--- src/rtl/card_deal_scheduler.sv ---
// card_deal_scheduler
// Shares N_GEN card generators among N_REQ requesters. Requests are granted
// round-robin. Each deal issues a one-cycle request to the next generator in
// rotation and waits for that generator's card. The raw value is cleaned up
// before it is returned with an ack. A deal is aborted with err_o after
// too many invalid cards or after a silent generator times out.
module card_deal_scheduler #(
    parameter int N_REQ     = 2,
    parameter int N_GEN     = 4,
    parameter int TIMEOUT   = 15,
    parameter int MAX_RETRY = 3
) (
    input  logic               clk_cp_i,
    input  logic               rst_cp_i,
    input  logic [N_REQ-1:0]   req_i,
    output logic [N_REQ-1:0]   ack_o,
    output logic               err_o,
    output logic [3:0]         card_o,
    output logic [N_GEN-1:0]   gen_req_o,
    input  logic [N_GEN-1:0]   gen_valid_i,
    input  logic [4*N_GEN-1:0] gen_card_i,
    output logic               busy_o,
    output logic [5:0]         deal_cnt_o
);

    localparam int REQ_W   = (N_REQ > 1) ? $clog2(N_REQ) : 1;
    localparam int GEN_W   = (N_GEN > 1) ? $clog2(N_GEN) : 1;
    localparam int RETRY_W = (MAX_RETRY > 0) ? $clog2(MAX_RETRY + 1) : 1;

    localparam logic [7:0]         TIMEOUT_C   = 8'(TIMEOUT);
    localparam logic [RETRY_W-1:0] MAX_RETRY_C = RETRY_W'(MAX_RETRY);
    localparam logic [5:0]         CNT_MAX     = 6'd63;

    typedef enum logic [1:0] {
        S_IDLE,
        S_ISSUE,
        S_WAIT,
        S_DELIVER
    } state_e;

    state_e state_q, state_d;

    logic [REQ_W-1:0]   owner_q, owner_d;
    logic [REQ_W-1:0]   rr_q, rr_d;
    logic [GEN_W-1:0]   gen_ptr_q, gen_ptr_d;
    logic [RETRY_W-1:0] retry_q, retry_d;
    logic [7:0]         timer_q, timer_d;
    logic [3:0]         card_q, card_d;
    logic               err_q, err_d;
    logic [5:0]         cnt_q, cnt_d;

    // Round-robin search scratch.
    logic [REQ_W:0]     rr_sum;
    logic [REQ_W-1:0]   winner;
    logic               found;

    // Selected generator response and its cleaned-up value.
    logic               sel_valid;
    logic [3:0]         raw_card;
    logic               raw_ok;
    logic [3:0]         clean_card;
    logic [7:0]         timer_inc;
    logic               timeout_hit;
    logic               retry_exhausted;
    logic [GEN_W-1:0]   gen_ptr_next;
    logic [REQ_W-1:0]   owner_next;

    // Only the generator currently pointed at is listened to.
    assign sel_valid       = gen_valid_i[gen_ptr_q];
    assign raw_card        = gen_card_i[{gen_ptr_q, 2'b00} +: 4];
    assign raw_ok          = (raw_card != 4'd0);
    // 14 and 15 fold back onto 1 and 2; 0 is the only unusable value.
    assign clean_card      = (raw_card > 4'd13) ? (raw_card - 4'd13) : raw_card;
    assign timer_inc       = timer_q + 8'd1;
    assign timeout_hit     = (timer_inc >= TIMEOUT_C);
    assign retry_exhausted = (retry_q == MAX_RETRY_C);
    assign gen_ptr_next    = (gen_ptr_q == GEN_W'(N_GEN - 1)) ? '0 : gen_ptr_q + GEN_W'(1);
    assign owner_next      = (owner_q == REQ_W'(N_REQ - 1)) ? '0 : owner_q + REQ_W'(1);

    // Round-robin winner: first set request at or after rr_q, wrapping.
    always_comb begin
        // NOTE: every variable gets a default first so no path leaves it
        // unassigned, which would otherwise infer a latch.
        winner = rr_q;
        found  = 1'b0;
        rr_sum = '0;
        for (int i = 0; i < N_REQ; i++) begin
            rr_sum = {1'b0, rr_q} + (REQ_W + 1)'(i);
            if (rr_sum >= (REQ_W + 1)'(N_REQ)) begin
                rr_sum = rr_sum - (REQ_W + 1)'(N_REQ);
            end
            if (!found && req_i[rr_sum[REQ_W-1:0]]) begin
                found  = 1'b1;
                winner = rr_sum[REQ_W-1:0];
            end
        end
    end

    // FSM state register; reset forces IDLE from any state, including WAIT.
    always_ff @(posedge clk_cp_i) begin
        // NOTE: sequential state uses non-blocking (<=) assignments so every
        // register samples its next value at the same edge.
        if (rst_cp_i) begin
            state_q <= S_IDLE;
        end else begin
            state_q <= state_d;
        end
    end

    // FSM next-state decode.
    always_comb begin
        state_d = state_q;
        unique case (state_q)
            S_IDLE: begin
                if (|req_i) begin
                    state_d = S_ISSUE;
                end
            end
            S_ISSUE: begin
                state_d = S_WAIT;
            end
            S_WAIT: begin
                if (sel_valid) begin
                    if (raw_ok || retry_exhausted) begin
                        state_d = S_DELIVER;
                    end else begin
                        state_d = S_ISSUE;
                    end
                end else if (timeout_hit) begin
                    state_d = S_DELIVER;
                end
            end
            S_DELIVER: begin
                state_d = S_IDLE;
            end
            default: begin
                state_d = S_IDLE;
            end
        endcase
    end

    // Datapath next values: owner, pointers, retry/timer, card and counters.
    always_comb begin
        owner_d   = owner_q;
        rr_d      = rr_q;
        gen_ptr_d = gen_ptr_q;
        retry_d   = retry_q;
        timer_d   = timer_q;
        card_d    = card_q;
        err_d     = err_q;
        cnt_d     = cnt_q;
        unique case (state_q)
            S_IDLE: begin
                if (|req_i) begin
                    owner_d = winner;
                    card_d  = 4'd0;
                    err_d   = 1'b0;
                end
            end
            S_ISSUE: begin
                timer_d = 8'd0;
            end
            S_WAIT: begin
                timer_d = timer_inc;
                if (sel_valid) begin
                    // Every outcome of an issue moves on to the next generator.
                    gen_ptr_d = gen_ptr_next;
                    if (raw_ok) begin
                        card_d = clean_card;
                    end else if (retry_exhausted) begin
                        err_d = 1'b1;
                    end else begin
                        retry_d = retry_q + RETRY_W'(1);
                    end
                end else if (timeout_hit) begin
                    gen_ptr_d = gen_ptr_next;
                    err_d     = 1'b1;
                end
            end
            S_DELIVER: begin
                rr_d    = owner_next;
                retry_d = '0;
                if (!err_q && (cnt_q != CNT_MAX)) begin
                    cnt_d = cnt_q + 6'd1;
                end
            end
            default: begin
            end
        endcase
    end

    // Datapath registers.
    always_ff @(posedge clk_cp_i) begin
        // NOTE: the card/err holding registers are reset too, so every output
        // is defined immediately after reset rather than only after a deal.
        if (rst_cp_i) begin
            owner_q   <= '0;
            rr_q      <= '0;
            gen_ptr_q <= '0;
            retry_q   <= '0;
            timer_q   <= 8'd0;
            card_q    <= 4'd0;
            err_q     <= 1'b0;
            cnt_q     <= 6'd0;
        end else begin
            owner_q   <= owner_d;
            rr_q      <= rr_d;
            gen_ptr_q <= gen_ptr_d;
            retry_q   <= retry_d;
            timer_q   <= timer_d;
            card_q    <= card_d;
            err_q     <= err_d;
            cnt_q     <= cnt_d;
        end
    end

    // Moore outputs decoded from the current state.
    always_comb begin
        ack_o     = '0;
        err_o     = 1'b0;
        card_o    = 4'd0;
        gen_req_o = '0;
        busy_o    = (state_q != S_IDLE);
        unique case (state_q)
            S_ISSUE: begin
                gen_req_o[gen_ptr_q] = 1'b1;
            end
            S_DELIVER: begin
                ack_o[owner_q] = 1'b1;
                err_o          = err_q;
                card_o         = err_q ? 4'd0 : card_q;
            end
            default: begin
            end
        endcase
    end

    assign deal_cnt_o = cnt_q;

    // Handshake sanity: at most one ack and one generator request at a time,
    // and an aborted deal never carries a card value.
    a_ack_onehot : assert property (@(posedge clk_cp_i) disable iff (rst_cp_i)
        $onehot0(ack_o));
    a_gen_req_onehot : assert property (@(posedge clk_cp_i) disable iff (rst_cp_i)
        $onehot0(gen_req_o));
    a_err_no_card : assert property (@(posedge clk_cp_i) disable iff (rst_cp_i)
        err_o |-> (card_o == 4'd0));

endmodule

--- config.mk ---
export PLATFORM = sky130hd
export DESIGN_NAME = card_deal_scheduler
export DESIGN_NICKNAME = d
export VERILOG_FILES = /design/src/rtl/card_deal_scheduler.sv
export SDC_FILE = /design/constraint.sdc
export NUM_CORES = 1
export LEC_CHECK = 0
export ABC_CLOCK_PERIOD_IN_PS = 2700
export CAP_MARGIN = 10
export CORE_MARGIN = 4
export CORE_UTILIZATION = 50
export DETAILED_ROUTE_END_ITERATION = 10
export PLACE_DENSITY_LB_ADDON = 0.1
export SETUP_SLACK_MARGIN = 0.02
export SLEW_MARGIN = 20
export SYNTH_ARGS = -nofsm -noshare
export SYNTH_HDL_FRONTEND = slang
export SYNTH_SLANG_ARGS = --single-unit
export TNS_END_PERCENT = 50
--- constraint.sdc ---
create_clock -name clk_cp_i -period 2.7 [get_ports clk_cp_i]
set_input_delay 0.54 -clock clk_cp_i [delete_from_list [all_inputs] [get_ports clk_cp_i]]
set_output_delay 0.54 -clock clk_cp_i [all_outputs]
set_load 0.02 [all_outputs]
* Word-level counts from Yosys, hierarchy flattened
Index checks and enable logic that the tools add are counted.
** Operators by class
- Add/sub/neg operators :: 9
- $lt $le $gt $ge :: 10
- Equal/unequal tests :: 14
- Shift operators :: 1
- Muxes and demuxes :: 45
- Reduce and logical (&&, ||, !) cells :: 22
** Operators by type and width (number)
- 4-bit two-way mux :: 7
- 2-bit two-way mux :: 11
- 1-bit two-way mux :: 19
- 8-bit one-hot mux with 2 select lines :: 1
- 16-bit by 5-bit indexed part select with 4-bit output :: 1
- 2-bit inequality test, second input constant :: 5
- 2-bit nonzero test :: 5
- 3-bit inequality test, second input constant :: 3
- 8-bit by 1-bit adder with 8-bit output, second input constant :: 1
- 2-bit == test, second input constant :: 4
- 8-bit by 4-bit greater-or-equal comparator with 1-bit output, second input constant :: 1
- 2-bit one-hot mux with 4 select lines :: 1
- 4-bit one-hot mux with 2 select lines :: 1
- 2-bit AND reduction :: 4
- 4-bit AND reduction :: 2
- 6-bit by 1-bit adder with 6-bit output, second input constant :: 1
- 1-bit by 2-bit less-than comparator with 1-bit output, second input constant :: 3
- 6-bit inequality test, second input constant :: 1
- 5-bit AND reduction :: 1
- 2-bit by 1-bit adder with 2-bit output, second input constant :: 2
- 4-bit greater-than comparator, second input constant :: 1
- 1-bit logical AND :: 4
- 2-bit one-hot mux with 2 select lines :: 1
- 4-bit nonzero test :: 1
- 18 further kinds :: 20
** Storage, ports and cells
- Bits in registers :: 27
- Input port bits :: 24
- Output and inout bits :: 18
- Logic and storage cells :: 110

* Depth between registers and ports, before layout
Gate-level depths: netlist of the first run.
- Depth after elaboration :: 8
- Mapped depth :: 9
- Mapped depth without buffers :: 8

* Worst setup path before layout of the first run
OpenSTA, ideal clock, no wires.
- Path type :: input to register
- Start :: in gen_card_i[12]
- End :: reg retry_q[0]
- Setup time :: 0.065 ns
- Arrival time :: 2.118 ns
- Data required time :: 2.635 ns
- Path slack :: 0.517 ns
- Stages on the path :: 8
- Path buffers :: 0
- Cells stage by stage :: mux4_2 inv_1 ha_1 nor3b_4 nand4_1 mux2_2 o22a_1 nor2_1
** Between the ends
- Longest elaborated chain between the ends :: 4
** Ends and longest elaborated chain
- start: declaration :: RTL line 21 : input logic [4*N_GEN-1:0] gen_card_i,
- 16-bit by 5-bit indexed part select with 4-bit output :: RTL line 70 : assign raw_card = gen_card_i[{gen_ptr_q, 2'b00} +: 4];
- 4-bit nonzero test :: RTL line 71 : assign raw_ok = (raw_card != 4'd0);
- 2-bit inequality test (no line)
- 4-bit AND reduction (no line)
- end signal: assignment :: RTL line 209 : retry_q <= retry_d;
- end: declaration :: RTL line 46 : logic [RETRY_W-1:0] retry_q, retry_d;
No other way between the ends.
A chain may end at the register's enable or synchronous reset.

* Worst setup path in the final report of the first run
- Start :: reg state_q[0]
- End :: out card_o[1]
** Between the ends
- Longest elaborated chain between the ends :: 2
** Ends and longest elaborated chain
- start: declaration :: RTL line 41 : state_e state_q, state_d;
- start signal: assignment :: RTL line 106 : state_q <= state_d;
- 2-bit == test :: RTL line 224 : unique case (state_q)
- 4-bit two-way mux :: RTL line 224
- end: declaration :: RTL line 18 : output logic [3:0] card_o,
No other way between the ends.

==> flow_summary_export.csv, run 1 <==
group,metric,value,unit
run_status,status,"finished clean",
sta,setup_viol,0,
die,rows,21,
critical_path,critPathCaptureType,"primary output",
power,power_switching,304,uW
die,ios,42,
power,clkPwrFrac,0.207,
critical_path,crit_type,"flop to primary output",
routing,num_vias,1610,
power,power_frac_comb,0.323,
synthesis,ys.flop_type,"dfxtp_1",
hold_path,min_path_type,"flop to flop",
sta,clock_skew,0.0134,ns
global_routing,grt-ovfl-total,0,
sta,fin_crit_sh,0.935,
synthesis,synth_warnings,0,
global_routing,grt_pass1_wl,6640,um
synthesis,synth_enable_flop_cells,0,
synthesis,yosysTopAreaCell,"dfxtp_1",
final_layout,area_growth,29.1,%
sta,setup_slack,0.176,ns
synthesis,synth_cells,215,
power,p_per_area,406,nW/um^2
clock_network,clockRootBuffer,"clkbuf_4",
clock_network,cts_max_level,1,
sta,hold_viol_final,0,
final_layout,antenna_cells,0,
clock_network,cts_tree,"done",
synthesis,yosysTopAreaCellShare,0.308,
global_routing,antenna_found_initial,0,
final_layout,layout.nets,296,
clock_network,post_cts_buffers,0,
synthesis,synthArstFlopShare,0,
clock_network,cts_buffer_depth,2,
critical_path,slowest_delay,0.60,ns
routing,viasPerCell,5.31,
placement,dp_slack,0.0368,ns
global_routing,track_usage,0.189,
job,cap_violations,0,
critical_path,ff2ff_setup_slack,0.41,ns
critical_path,worstPathMaxFanout,5,
die,die_w,67.3,um
sta,tightest_slew,0.453,ns
sta,setup-tns-final,0,ns
synthesis,syn_avg_cell_area,8.17,sq um
sta,fin_crit,2.52,ns
placement,numPortBuffers,41,
global_routing,grt_start_max_net_pins,18,
die,die_area,4530,sq um
critical_path,path_cells,"ha_1, nor2b_2, and2_1, clkdlybuf4s50_1",
critical_path,cp.required,2.16,ns
routing,drc,0,
power,intPower,617,uW
synthesis,ys_ff_latch,27,
clock_network,clk-insertion-delay-late,0.34,ns
critical_path,cp_num_buf_inv,1,
routing,first_pass_iters,4,
synthesis,syn_area,1760,sq um
critical_path,slowest_stage,"clkdlybuf4s50_1",
critical_path,critical_path_arrival,1.98,ns
power,leakage,0.000830,uW
synthesis,ys_seq_area_frac,0.308,
power,p_sw_frac,0.330,
routing,wl_per_cell,13.1,um
clock_network,numCtsBuffers,3,
placement,hpwl,3200,um
die,initial_utilization,0.522,
global_routing,grt_pass1_vias,1519,
power,ir_drop,0.000366,V
routing,dr.first_iter.drc_count,60,
die,core-area,3360,sq um
final_layout,nFillCells,326,
critical_path,crit_family,"buffers and inverters",
sta,relSlewSlack,0.698,
synthesis,yosysUniqueCellTypes,41,
synthesis,synth_nets,253,
routing,totalWireLength,3960,um
sta,drv_slew,0,
sta,max_freq,396,MHz
clock_network,path_clk_slew,0.16,ns
final_layout,final_layout_size_suffix_gt1_frac,0.0895,
critical_path,start_kind,"flop",
placement,gp_congestion,0.757,
sta,rsz0062_at_grt,"false",
die,die_h,67.3,um
routing,antenna_left,0,
clock_network,cts_sinks,27,
power,seqPwrFrac,0.471,
synthesis,ys_top_cells_by_area,"dfxtp_1, ha_1, mux4_2",
==> area by class of cell <==
type,count,area [sq um],area share
multi-input cells,165,1120,0.495
clock buffers,3,22.5,0.00993
repair buffers,49,470,0.207
well taps,46,57.6,0.0254
clock inverters,1,8.76,0.00386
inverters,12,45.0,0.0199
flip-flops and latches,27,541,0.238
==> layout by cell type (no fill, tap or decap), types with 6 or more instances in the layout <==
master / instances
inv_1: 12
ha_1: 14
buf_4: 8
nand3_1: 6
nor2_1: 28
and2_1: 10
a21oi_1: 15
o21ai_0: 7
clkdlybuf4s50_1: 41
dfxtp_1: 27
nand2_1: 24
==> kinds of logic (layout without fill, tap and decap cells) <==
logic type      count (synthesis)  after routing  synth area share
fa+ha+maj                      14             14            0.0997
xor+xnor                        7              7            0.0349
compound gates                 41             41             0.154
flops                          27             27             0.308
mux                             8              8            0.0819
buf+inv                        23             65            0.0541
simple gates                   95             95             0.268
==> cells in the mapped netlist, types with 3 or more instances <==
| cell | instances |
|---|---|
| nand3_1 | 6 |
| and2_1 | 10 |
| inv_1 | 12 |
| nor3_1 | 5 |
| clkbuf_1 | 9 |
| nand4_1 | 5 |
| o21a_1 | 5 |
| dfxtp_1 | 27 |
| or3_1 | 4 |
| nand2_1 | 24 |
| a21oi_1 | 15 |
| xor2_1 | 4 |
| mux4_2 | 5 |
| nand2b_1 | 3 |
| nor2_1 | 28 |
| o21ai_0 | 7 |
| ha_1 | 14 |
| nor3b_1 | 3 |
| xnor2_1 | 3 |
==> worst min-delay path, cell delays in order, from the launching register on <==
cell,delay (ns)
dfxtp_1,0.34
nand2b_1,0.06
a21oi_1,0.05
==> power groups by stage <==
| stage | clock (uW) | sequential (uW) | combinational [uW] |
|---|---|---|---|
| 2_1_floorplan | 0 | 438 | 191 |
| 3_3_place_gp | 0 | 441 | 295 |
| 3_5_place_dp | 0 | 442 | 297 |
| 4_1_cts | 197 | 433 | 300 |
| 5_1_grt | 212 | 437 | 332 |
| 6_report | 191 | 434 | 297 |
==> stage by stage <==
| step | utilization | total power, uW | hold WS, ns | std cells | instance area, sq um |
|---|---|---|---|---|---|
| floorplan | - | 629 | 0.441 | 215 | 1760 |
| global placement | 0.664 | 736 | 0.455 | 299 | 2230 |
| detailed placement | 0.664 | 739 | 0.465 | 299 | 2230 |
| CTS | 0.674 | 930 | 0.484 | 303 | 2270 |
| global route | 0.674 | 980 | 0.508 | 303 | 2270 |
| finish | 0.674 | 921 | 0.479 | 303 | 2270 |
==> layer usage <==
layer	wire, um	global-route usage	vias to the layer above	share of wire
met1	1930	0.254	748	0.49
met3	122	0.0399	2	0.031
met5	0	0	-	0
met4	20	0.0354	0	0.0051
li1	-	-	832	-
met2	1890	0.314	28	0.48
==> flip-flops by register name, summed over array words and instances, names as in the netlist <==
signal / count
deal_cnt_o: 6
rr_q: 1
card_q: 4
err_q: 1
gen_ptr_q: 2
timer_q: 8
state_q: 2
retry_q: 2
owner_q: 1
==> what timing repair did <==
| item | CTS | global route |
|---|---|---|
| setup endpoints to repair | 0 | 4 |
| gates resized for setup | 0 | 1 |
| hold buffers | 0 | 0 |
==> path summary, 6_finish.rpt <==
path / from / to / cells past startpoint
min reg2reg: card_q[2] / card_q[2] / 2
max: state_q[0] / card_o[1] / 4
min: card_q[2] / card_q[2] / 2
max reg2reg: gen_ptr_q[0] / retry_q[0] / 8
Note: power is estimated with default switching activity, not from simulation.
==> inputs of run 2 (changes only) <==
Settings changed: ABC_CLOCK_PERIOD_IN_PS 2700 to 3150, CAP_MARGIN 10 to 20, CORE_UTILIZATION 50 to 53.
Clock period 2.7 ns to 3.15 ns, I/O delays scaled along.
==> run 2 against run 1 <==
Effect of this change: utilization is 3.6 points higher; via count decreased by 0.99%; die area down 5.0%; sequential cell count unchanged; clock skew decreased by 0.011 ns; non-clock buffer count shrank 7; critical path depth is the same; critical path type unchanged.
==> flow_summary_export.csv, run 2 (synthesis results as in run 1) <==
group,metric,value,unit
run_status,status,"finished clean",
global_routing,grt-ovfl-total,0,
final_layout,multi_input_area,1120,sq um
final_layout,largest_register_ff_count,8,
sta,setup_viol,0,
final_layout,nFillCells,289,
routing,wl_per_cell,13.1,um
routing,antenna_left,0,
die,initial_utilization,0.566,
final_layout,regMostFlops,"timer_q",
routing,totalWireLength,3850,um
global_routing,grt_pass1_wl,6670,um
global_routing,antenna_found_initial,0,
final_layout,final_cells,294,
final_layout,seq_area,541,sq um
clock_network,numCtsBuffers,3,
global_routing,track_usage,0.195,
clock_network,post_cts_buffers,0,
global_routing,grt_pass1_vias,1494,
clock_network,clockRootBuffer,"clkbuf_4",
critical_path,critical_path_arrival,2.17,ns
clock_network,cts_buffer_depth,2,
critical_path,cp.required,2.52,ns
clock_network,cts_max_level,1,
routing,num_vias,1594,
routing,drc,0,
final_layout,final_layout_size_suffix_gt1_frac,0.0560,
power,p_per_area,346,nW/um^2
die,die_w,65.6,um
clock_network,path_clk_slew,0.13,ns
critical_path,start_kind,"flop",
job,cap_violations,0,
routing,first_pass_iters,4,
sta,relSlewSlack,0.577,
sta,hold_viol_final,0,
placement,place_area,2180,sq um
sta,setup-tns-final,0,ns
clock_network,ctsHoldBuffers,0,
placement,numPortBuffers,41,
final_layout,final_cell_mix,"clkdlybuf4s50_1, nor2_1, dfxtp_1",
critical_path,worstPathMaxFanout,8,
placement,hpwl,3020,um
sta,drv_slew,0,
sta,fin_crit_sh,0.889,
clock_network,clk-insertion-delay-late,0.32,ns
routing,viasPerCell,5.42,
die,core-area,3100,sq um
sta,max_freq,357,MHz
sta,fin_hold_ws,0.481,ns
die,rows,20,
global_routing,grt_start_max_net_pins,19,
clock_network,cts_sinks,27,
die,die_area,4300,sq um
final_layout,layout.nets,289,
hold_path,min_path_type,"flop to flop",
power,power,763,uW
final_layout,antenna_cells,0,
power,ir_drop,0.000321,V
final_layout,area_growth,25.6,%
clock_network,cts_resized,0,
clock_network,cts_tree,"done",
placement,dp.cells,290,
placement,gp_congestion,0.805,
sta,clock_skew,0.00256,ns
power,leakage,0.000791,uW
sta,fin_crit,2.80,ns
critical_path,crit_type,"flop to primary output",
critical_path,critPathCaptureType,"primary output",
routing,dr.first_iter.drc_count,72,
sta,rsz0062_at_grt,"false",
final_layout,final_common_cell,"clkdlybuf4s50_1",
die,ios,42,
sta,tightest_slew,0.633,ns
final_layout,final_cell_area,2210,sq um
die,die_h,65.6,um
## run 2: changes by cell type in the layout (fill, tap and decap cells not counted), sizes merged
cell    previous run  this run
buf                8         1
clkbuf             3         4
inv               13        12
## run 2: final timing paths
check | startpoint | slack, ns | cells after the start | to
worst max-delay path | state_q[0] | 0.35 | 4 | card_o[2]
worst min-delay path | card_q[3] | 0.48 | 2 | card_q[3]
worst max register to register | gen_ptr_q[0] | 0.62 | 8 | retry_q[0]
worst min register to register | card_q[3] | 0.48 | 2 | card_q[3]
## run 2: final cells by class
cell class / count / area share
inverter: 12 / 0.0204
sequential: 27 / 0.245
clock buffer: 4 / 0.0119
timing repair buffer: 42 / 0.189
multi-input combinational: 165 / 0.508
tap: 44 / 0.0250
## run 2: power breakdown
group | internal (uW) | switching (uW)
logic | 113 | 132
clock network | 49.6 | 96.0
registers | 356 | 16.5
total | 518 | 245
## run 2: critical path, stage by stage, from the launching register on
cell             delay (ns)
dfxtp_1                0.43
ha_1                   0.33
nor2b_1                0.32
and2_1                 0.18
clkdlybuf4s50_1        0.60
## run 2: layer usage
metal,GRT usage,up-vias,part of all wire
li1,-,816,-
met1,0.238,737,0.48
met2,0.343,37,0.46
met3,0.0496,4,0.055
met4,0.0415,0,0.0075
met5,0,-,0
## run 2: metrics by stage
step	util	setup WS, ns
2_1_floorplan	-	0.877
3_3_place_gp	0.702	0.361
3_5_place_dp	0.702	0.301
4_1_cts	0.711	0.327
5_1_grt	0.711	0.183
6_report	0.711	0.348
